--- src/rtl/alu_issue_ctrl.sv ---
// Issue controller for a 4-bit combinational ALU: accepts one command at a time,
// drives the ALU for one cycle, registers the response and maintains an accumulator.
module alu_issue_ctrl #(
    parameter int unsigned CNT_W    = 8,
    parameter logic [3:0]  ACC_INIT = 4'b0000
) (
    input  logic             clk,
    input  logic             rst,
    input  logic             cmd_valid,
    output logic             cmd_ready,
    input  logic [2:0]       cmd_op,
    input  logic [3:0]       cmd_a,
    input  logic [3:0]       cmd_b,
    input  logic             cmd_use_acc,
    input  logic             cmd_clr_acc,
    output logic [2:0]       alu_op,
    output logic [3:0]       alu_a,
    output logic [3:0]       alu_b,
    input  logic [3:0]       alu_result,
    input  logic             alu_overflow,
    input  logic             alu_zero,
    output logic             rsp_valid,
    input  logic             rsp_ready,
    output logic [3:0]       rsp_result,
    output logic             rsp_overflow,
    output logic             rsp_zero,
    output logic [3:0]       acc,
    output logic [CNT_W-1:0] ovf_count
);

    localparam int unsigned OP_W = 3;
    localparam int unsigned DW   = 4;

    localparam logic [1:0] S_IDLE = 2'd0;
    localparam logic [1:0] S_EXEC = 2'd1;
    localparam logic [1:0] S_RESP = 2'd2;

    localparam logic [CNT_W-1:0] CNT_MAX = {CNT_W{1'b1}};

    logic [1:0]      state_q,   state_d;
    logic            ready_q,   ready_d;
    logic            valid_q,   valid_d;
    logic [OP_W-1:0] op_q,      op_d;
    logic [DW-1:0]   a_q,       a_d;
    logic [DW-1:0]   b_q,       b_d;
    logic [DW-1:0]   res_q,     res_d;
    logic            ovf_q,     ovf_d;
    logic            zero_q,    zero_d;
    logic [DW-1:0]   acc_q,     acc_d;
    logic [CNT_W-1:0] cnt_q,    cnt_d;

    logic            accept_c;
    logic [DW-1:0]   eff_a_c;

    assign accept_c = cmd_valid && ready_q;

    // Clear takes priority so a cleared accumulator feeds this very command.
    always_comb begin
        eff_a_c = cmd_a;
        if (cmd_use_acc) begin
            eff_a_c = cmd_clr_acc ? ACC_INIT : acc_q;
        end
    end

    always_comb begin
        state_d = state_q;
        op_d    = op_q;
        a_d     = a_q;
        b_d     = b_q;
        res_d   = res_q;
        ovf_d   = ovf_q;
        zero_d  = zero_q;
        acc_d   = acc_q;
        cnt_d   = cnt_q;

        case (state_q)
            S_IDLE: begin
                if (accept_c) begin
                    state_d = S_EXEC;
                    op_d    = cmd_op;
                    a_d     = eff_a_c;
                    b_d     = cmd_b;
                    if (cmd_clr_acc) begin
                        acc_d = ACC_INIT;
                    end
                end
            end
            S_EXEC: begin
                state_d = S_RESP;
                op_d    = '0;
                a_d     = '0;
                b_d     = '0;
                res_d   = alu_result;
                ovf_d   = alu_overflow;
                zero_d  = alu_zero;
                if (!alu_overflow) begin
                    acc_d = alu_result;
                end else if (cnt_q != CNT_MAX) begin
                    cnt_d = cnt_q + CNT_W'(1);
                end
            end
            S_RESP: begin
                if (rsp_ready) begin
                    state_d = S_IDLE;
                end
            end
            default: begin
                state_d = S_IDLE;
                op_d    = '0;
                a_d     = '0;
                b_d     = '0;
            end
        endcase

        ready_d = (state_d == S_IDLE);
        valid_d = (state_d == S_RESP);
    end

    always_ff @(posedge clk or posedge rst) begin
        if (rst) begin
            state_q <= S_IDLE;
            ready_q <= 1'b1;
            valid_q <= 1'b0;
            op_q    <= '0;
            a_q     <= '0;
            b_q     <= '0;
            res_q   <= '0;
            ovf_q   <= 1'b0;
            zero_q  <= 1'b0;
            acc_q   <= ACC_INIT;
            cnt_q   <= '0;
        end else begin
            state_q <= state_d;
            ready_q <= ready_d;
            valid_q <= valid_d;
            op_q    <= op_d;
            a_q     <= a_d;
            b_q     <= b_d;
            res_q   <= res_d;
            ovf_q   <= ovf_d;
            zero_q  <= zero_d;
            acc_q   <= acc_d;
            cnt_q   <= cnt_d;
        end
    end

    assign cmd_ready    = ready_q;
    assign rsp_valid    = valid_q;
    assign alu_op       = op_q;
    assign alu_a        = a_q;
    assign alu_b        = b_q;
    assign rsp_result   = res_q;
    assign rsp_overflow = ovf_q;
    assign rsp_zero     = zero_q;
    assign acc          = acc_q;
    assign ovf_count    = cnt_q;

endmodule

--- config.mk ---
export PLATFORM = sky130hd
export DESIGN_NAME = alu_issue_ctrl
export DESIGN_NICKNAME = d
export VERILOG_FILES = /design/src/rtl/alu_issue_ctrl.sv
export SDC_FILE = /design/constraint.sdc
export NUM_CORES = 1
export LEC_CHECK = 0
export ABC_AREA = 1
export CORE_UTILIZATION = 45
export DETAILED_ROUTE_END_ITERATION = 10
export PLACE_DENSITY_LB_ADDON = 0.15
export SYNTH_ARGS = -nofsm -noshare
export SYNTH_HDL_FRONTEND = slang
export SYNTH_SLANG_ARGS = --single-unit
export TNS_END_PERCENT = 100
--- constraint.sdc ---
create_clock -name clk -period 1.6 [get_ports clk]
set_clock_uncertainty 0.05 [all_clocks]
set_input_delay 0.32 -clock clk [delete_from_list [all_inputs] [get_ports clk]]
set_output_delay 0.32 -clock clk [all_outputs]
set_load 0.1 [all_outputs]
==> reports/results.ini, run 1 <==
[run_status]
outcome=complete, no violations

[floorplanning]
die_area_um2=3747
initial_utilization_pct=47.28
row_count=21
pin_count=54
die_y_um=61.21
core_um2=3337
die_w_um=61.21

[global_route]
grt_overflow=0
grt_util_all_layers_pct=23.82
grt_pass1_wl_um=6306
antenna_found_initial=0
grt_pass1_vias=1363
grt_max_degree=34

[logic_synthesis]
synth.cell_area_um2=1578
synth-seq-area-share_pct=52.42
yosysUniqueCellTypes=24
synthCells=185
syn_avg_cell_area_um2=8.528
ys_ff_latch=33
synth_warnings=0
mappedNetlistNets=209

[placed_design]
placed_cells=284
post-place-ws_ns=0.09122
place.gp.congestion=0.7802
port_buffers=53
dp_hpwl_um=2833

[cts]
post_cts_buffers=0
cts_resized=0
cts_max_path_buffers=2
cts_tree=yes
cts.sinks=33
htreeDepth=2
clkTransAtPathRegs_ns=0.10
hold_buffers=0
clk_latency_ns=0.33
ctsRootBufferMaster=clkbuf_4
cts_buffers=5

[setup_path]
start_kind=register
crit_path_max_fanout=3
slowest_stage=dfstp_2
path_buf_inv=1
crit_chain=buf_12
max_stage_delay_ns=0.59
worstSetupEndpointType=primary output
setup.worst_path.class=register to primary output
required_ns=1.23
cpLargestDelayFamily=flip-flops
arrival_ns=1.11

[timing]
finalCritPeriodShare_pct=92.46
drv_slew=0
fin_setup_tns_ns=0
finalHoldViolCount=0
fmax_mhz=675.9
whs_ns=0.2818
setup_viol_count_final=0
layout_setup_ws_ns=0.1206
rsz0062_at_grt=no
timing.final.crit_period_ns=1.479
worstMarginPinSlew_ns=0.2464
maxSlewHeadroom_pct=83.56

[finish]
syn_to_final_growth_pct=62.97
layout_common_cells=nand2_1 (75), buf_12 (32), dfrtp_1 (24)
fin_nets=269
final_common_cell=nand2_1
instances_no_fill=292
diodes=0
n_fill_cell=225
drive_above_1_share_pct=27.64

[detailed_routing]
ant_nets=0
routed.top_layer=met4
route.detailed.drc=0
vias=1413
wl_met3_um=260
first_pass_iters=4
drt_iter0_drc=66
m1WireLength_um=1590
via_per_inst=4.839
wl_met2_um=1766
wl_per_cell_um=12.63
totalWireLength_um=3689

[min_path]
hp-class=primary input to asynchronous set/reset pin

[job]
cap_violations=0

## final timing paths
check / depth (start not counted) / to / start / slack (ns)
setup / recovery: 1 / cmd_ready / cmd_ready$_DFF_PP1_ / 0.12
hold / removal: 3 / rsp_zero$_DFFE_PP0P_ / rst / 0.28
setup reg to reg: 8 / ovf_count[6]$_DFFE_PP0P_ / ovf_count[0]$_DFFE_PP0P_ / 0.19
hold reg to reg: 2 / rsp_result[3]$_DFFE_PP0P_ / rsp_result[3]$_DFFE_PP0P_ / 0.50
max in group asynchronous: 3 / cmd_ready$_DFF_PP1_ / rst / 0.97
min in group clk: 3 / alu_b[0]$_DFFE_PP0P_ / cmd_b[0] / 0.46
## final cells by class
class	instances	area (um2)	area share, %
Clock buffer	7	65.06	2.530
Clock inverter	1	5.005	0.1946
Inverter	17	66.31	2.579
Multi-Input combinational cell	131	651.9	25.35
Sequential cell	33	842.1	32.75
Tap cell	46	57.56	2.238
Timing Repair Buffer	57	883.3	34.36
## logic make-up after synthesis
kind of cell    Yosys count  synth area share (%)
fa+ha+maj                 1                0.7929
simple gates            109                 31.32
flops                    33                 52.42
buf+inv                  21                 6.265
xor+xnor                  3                 1.666
compound gates           18                 7.534
## through the flow
step / cell area (um2) / utilization [%]
3_3_place_gp: 2501 / 74.95
5_1_grt: 2571 / 77.05
6_report: 2571 / 77.05
2_1_floorplan: 1593 / -
3_5_place_dp: 2501 / 74.95
4_1_cts: 2571 / 77.05
## synthesized netlist by cell type, drive strengths merged
cell,instances,area [um2]
nand2,78,310.3
dfrtp,32,800.8
nand3,21,115.1
inv,17,66.32
o21ai,14,88.84
nor2,9,62.56
buf,4,32.53
o211ai,4,30.03
xnor2,3,26.28
dfstp,1,26.28
ha,1,12.51
nand4,1,6.260
## worst min-delay path, delay by kind of cell
kind                   cells  cell delay, ns
buffers and inverters      3            0.72
## state kept, by name, summed over array words and instances, names as in the netlist
| name | flops |
|---|---|
| acc | 4 |
| alu_a | 4 |
| alu_b | 4 |
| alu_op | 3 |
| cmd_ready | 1 |
| ovf_count | 8 |
| rsp_overflow | 1 |
| rsp_result | 4 |
| rsp_valid | 1 |
| rsp_zero | 1 |
| state_q | 2 |
## metal layers
| metal | GRT usage [%] | vias to the layer above |
|---|---|---|
| met2 | 38.98 | 48 |
| met3 | 9.244 | 9 |
| met5 | 0 | - |
| li1 | - | 714 |
| met4 | 7.468 | 0 |
| met1 | 29.05 | 642 |
Power of run 1 is not shown: default switching activity piles up to over one toggle a cycle in this logic, so the estimate is an artifact.
==> run 2: changes to the inputs <==
--- a/config.mk
+++ b/config.mk
@@ -6,7 +6,7 @@
 export NUM_CORES = 1
 export LEC_CHECK = 0
 export ABC_AREA = 1
-export CORE_UTILIZATION = 45
+export CORE_UTILIZATION = 25
 export DETAILED_ROUTE_END_ITERATION = 10
 export PLACE_DENSITY_LB_ADDON = 0.15
 export SYNTH_ARGS = -nofsm -noshare
==> constraint.sdc (replaced) <==
create_clock -name clk -period 1.85 [get_ports clk]
set_clock_uncertainty 0.05 [all_clocks]
set_input_delay 0.37 -clock clk [delete_from_list [all_inputs] [get_ports clk]]
set_output_delay 0.37 -clock clk [all_outputs]
set_load 0.1 [all_outputs]
==> reports/results.ini, run 2 (synthesized netlist as in run 1, its figures left out) <==
[floorplanning]
row_count=28
die_y_um=81.44
initial_utilization_pct=26.34
pin_count=54
core_um2=5991
die_area_um2=6632
die_w_um=81.44

[setup_path]
required_ns=1.43
cpLargestDelayFamily=flip-flops
start_kind=register
crit_path_max_fanout=3
reg2reg_depth=8
worstSetupEndpointType=primary output
critical_path_depth=1
crit_chain=buf_12
slowest_stage=dfstp_2
max_stage_delay_ns=0.58
arrival_ns=1.04
path_buf_inv=1
setup.worst_path.class=register to primary output

[global_route]
grt_pass1_vias=1318
grt_util_all_layers_pct=13.18
antenna_found_initial=0
grt_pass1_wl_um=6403
grt_overflow=0
grt_max_degree=34

[job]
cap_violations=0

[timing]
finalHoldViolCount=0
worstMarginPinSlew_ns=0.3774
finalCritPeriodShare_pct=79.09
maxSlewHeadroom_pct=74.81
setup_viol_count_final=0
rsz0062_at_grt=no
timing.final.crit_period_ns=1.463
fin_setup_tns_ns=0
drv_slew=0
fmax_mhz=683.5

[detailed_routing]
via_per_inst=4.282
drt_iter0_drc=56
first_pass_iters=5
ant_nets=0
wl_per_cell_um=12.29
totalWireLength_um=3919
vias=1366
route.detailed.drc=0

[finish]
seq_area_um2=829.5
syn_to_final_growth_pct=66.46
n_fill_cell=571
final_common_cell=nand2_1
largest_reg_flops=8
multiInputGateArea_um2=651.9
drive_above_1_share_pct=24.18
fin_nets=267
layout_common_cells=nand2_1 (75), buf_12 (32), dfrtp_1 (30)
diodes=0

[placed_design]
port_buffers=53
dp_hpwl_um=2904
place.gp.congestion=0.7373

[cts]
clkTransAtPathRegs_ns=0.07
ctsRootBufferMaster=clkbuf_8
cts_buffers=5
hold_buffers=0
cts_resized=0
cts_tree=yes
post_cts_buffers=0
clk_latency_ns=0.28
cts.sinks=33
htreeDepth=2
cts_max_path_buffers=2

[run_status]
outcome=complete, no violations

[min_path]
hp-class=primary input to asynchronous set/reset pin

[run 2: cell types whose count changed in the layout (fill, tap and decap cells not counted)]
cell       before  now
clkbuf_1        0    1
clkbuf_4        5    0
dfrtp_4         2    0
clkbuf_8        2    6
clkinv_2        1    0
dfrtp_1        24   30
dfrtp_2         6    2
buf_4           3    1
bufinv_16       0    1
[run 2: worst paths after layout]
check	startpoint	endpoint	slack [ns]
setup / recovery	cmd_ready$_DFF_PP1_	cmd_ready	0.39
hold / removal	rst	alu_b[3]$_DFFE_PP0P_	0.38
setup reg to reg	ovf_count[1]$_DFFE_PP0P_	ovf_count[6]$_DFFE_PP0P_	0.45
hold reg to reg	rsp_overflow$_DFFE_PP0P_	rsp_overflow$_DFFE_PP0P_	0.49
max in group asynchronous	rst	cmd_ready$_DFF_PP1_	1.13
min in group clk	rsp_overflow$_DFFE_PP0P_	rsp_overflow$_DFFE_PP0P_	0.49
[run 2: final cells by class]
type | count | share of cell area, %
clock buffer | 7 | 3.287
clock inverter | 1 | 1.143
inverter | 17 | 2.525
multi-input combinational | 131 | 24.82
sequential | 33 | 31.59
tap | 75 | 3.573
timing repair buffer | 55 | 33.06
[run 2: worst min-delay path, delay by kind of cell]
family,cells,cell delay [ns]
buffers and inverters,3,0.70
[run 2: routing by layer]
| metal | up-vias | track usage [%] | routed length [um] | share of wire [%] |
|---|---|---|---|---|
| met5 | - | 0 | 0 | 0 |
| met4 | 0 | 5.357 | 64 | 1.6 |
| met3 | 5 | 3.333 | 160 | 4.1 |
| met2 | 28 | 19.83 | 1885 | 48 |
| met1 | 633 | 17.95 | 1808 | 46 |
| li1 | 700 | - | - | - |
[run 2: metrics by stage]
stage | area (um2) | utilization [%] | setup slack (ns) | hold WS, ns | instances
after floorplan | 1580 | - | 0.02444 | 0.4101 | 185
after global placement | 2510 | 41.90 | 0.2733 | 0.4822 | 311
after detailed placement | 2510 | 41.90 | 0.2414 | 0.4866 | 311
after CTS | 2626 | 43.84 | 0.3736 | 0.3944 | 319
after global routing | 2626 | 43.84 | 0.3160 | 0.4185 | 319
final | 2626 | 43.84 | 0.3869 | 0.3796 | 319
Power of run 2 is left out for the same reason.
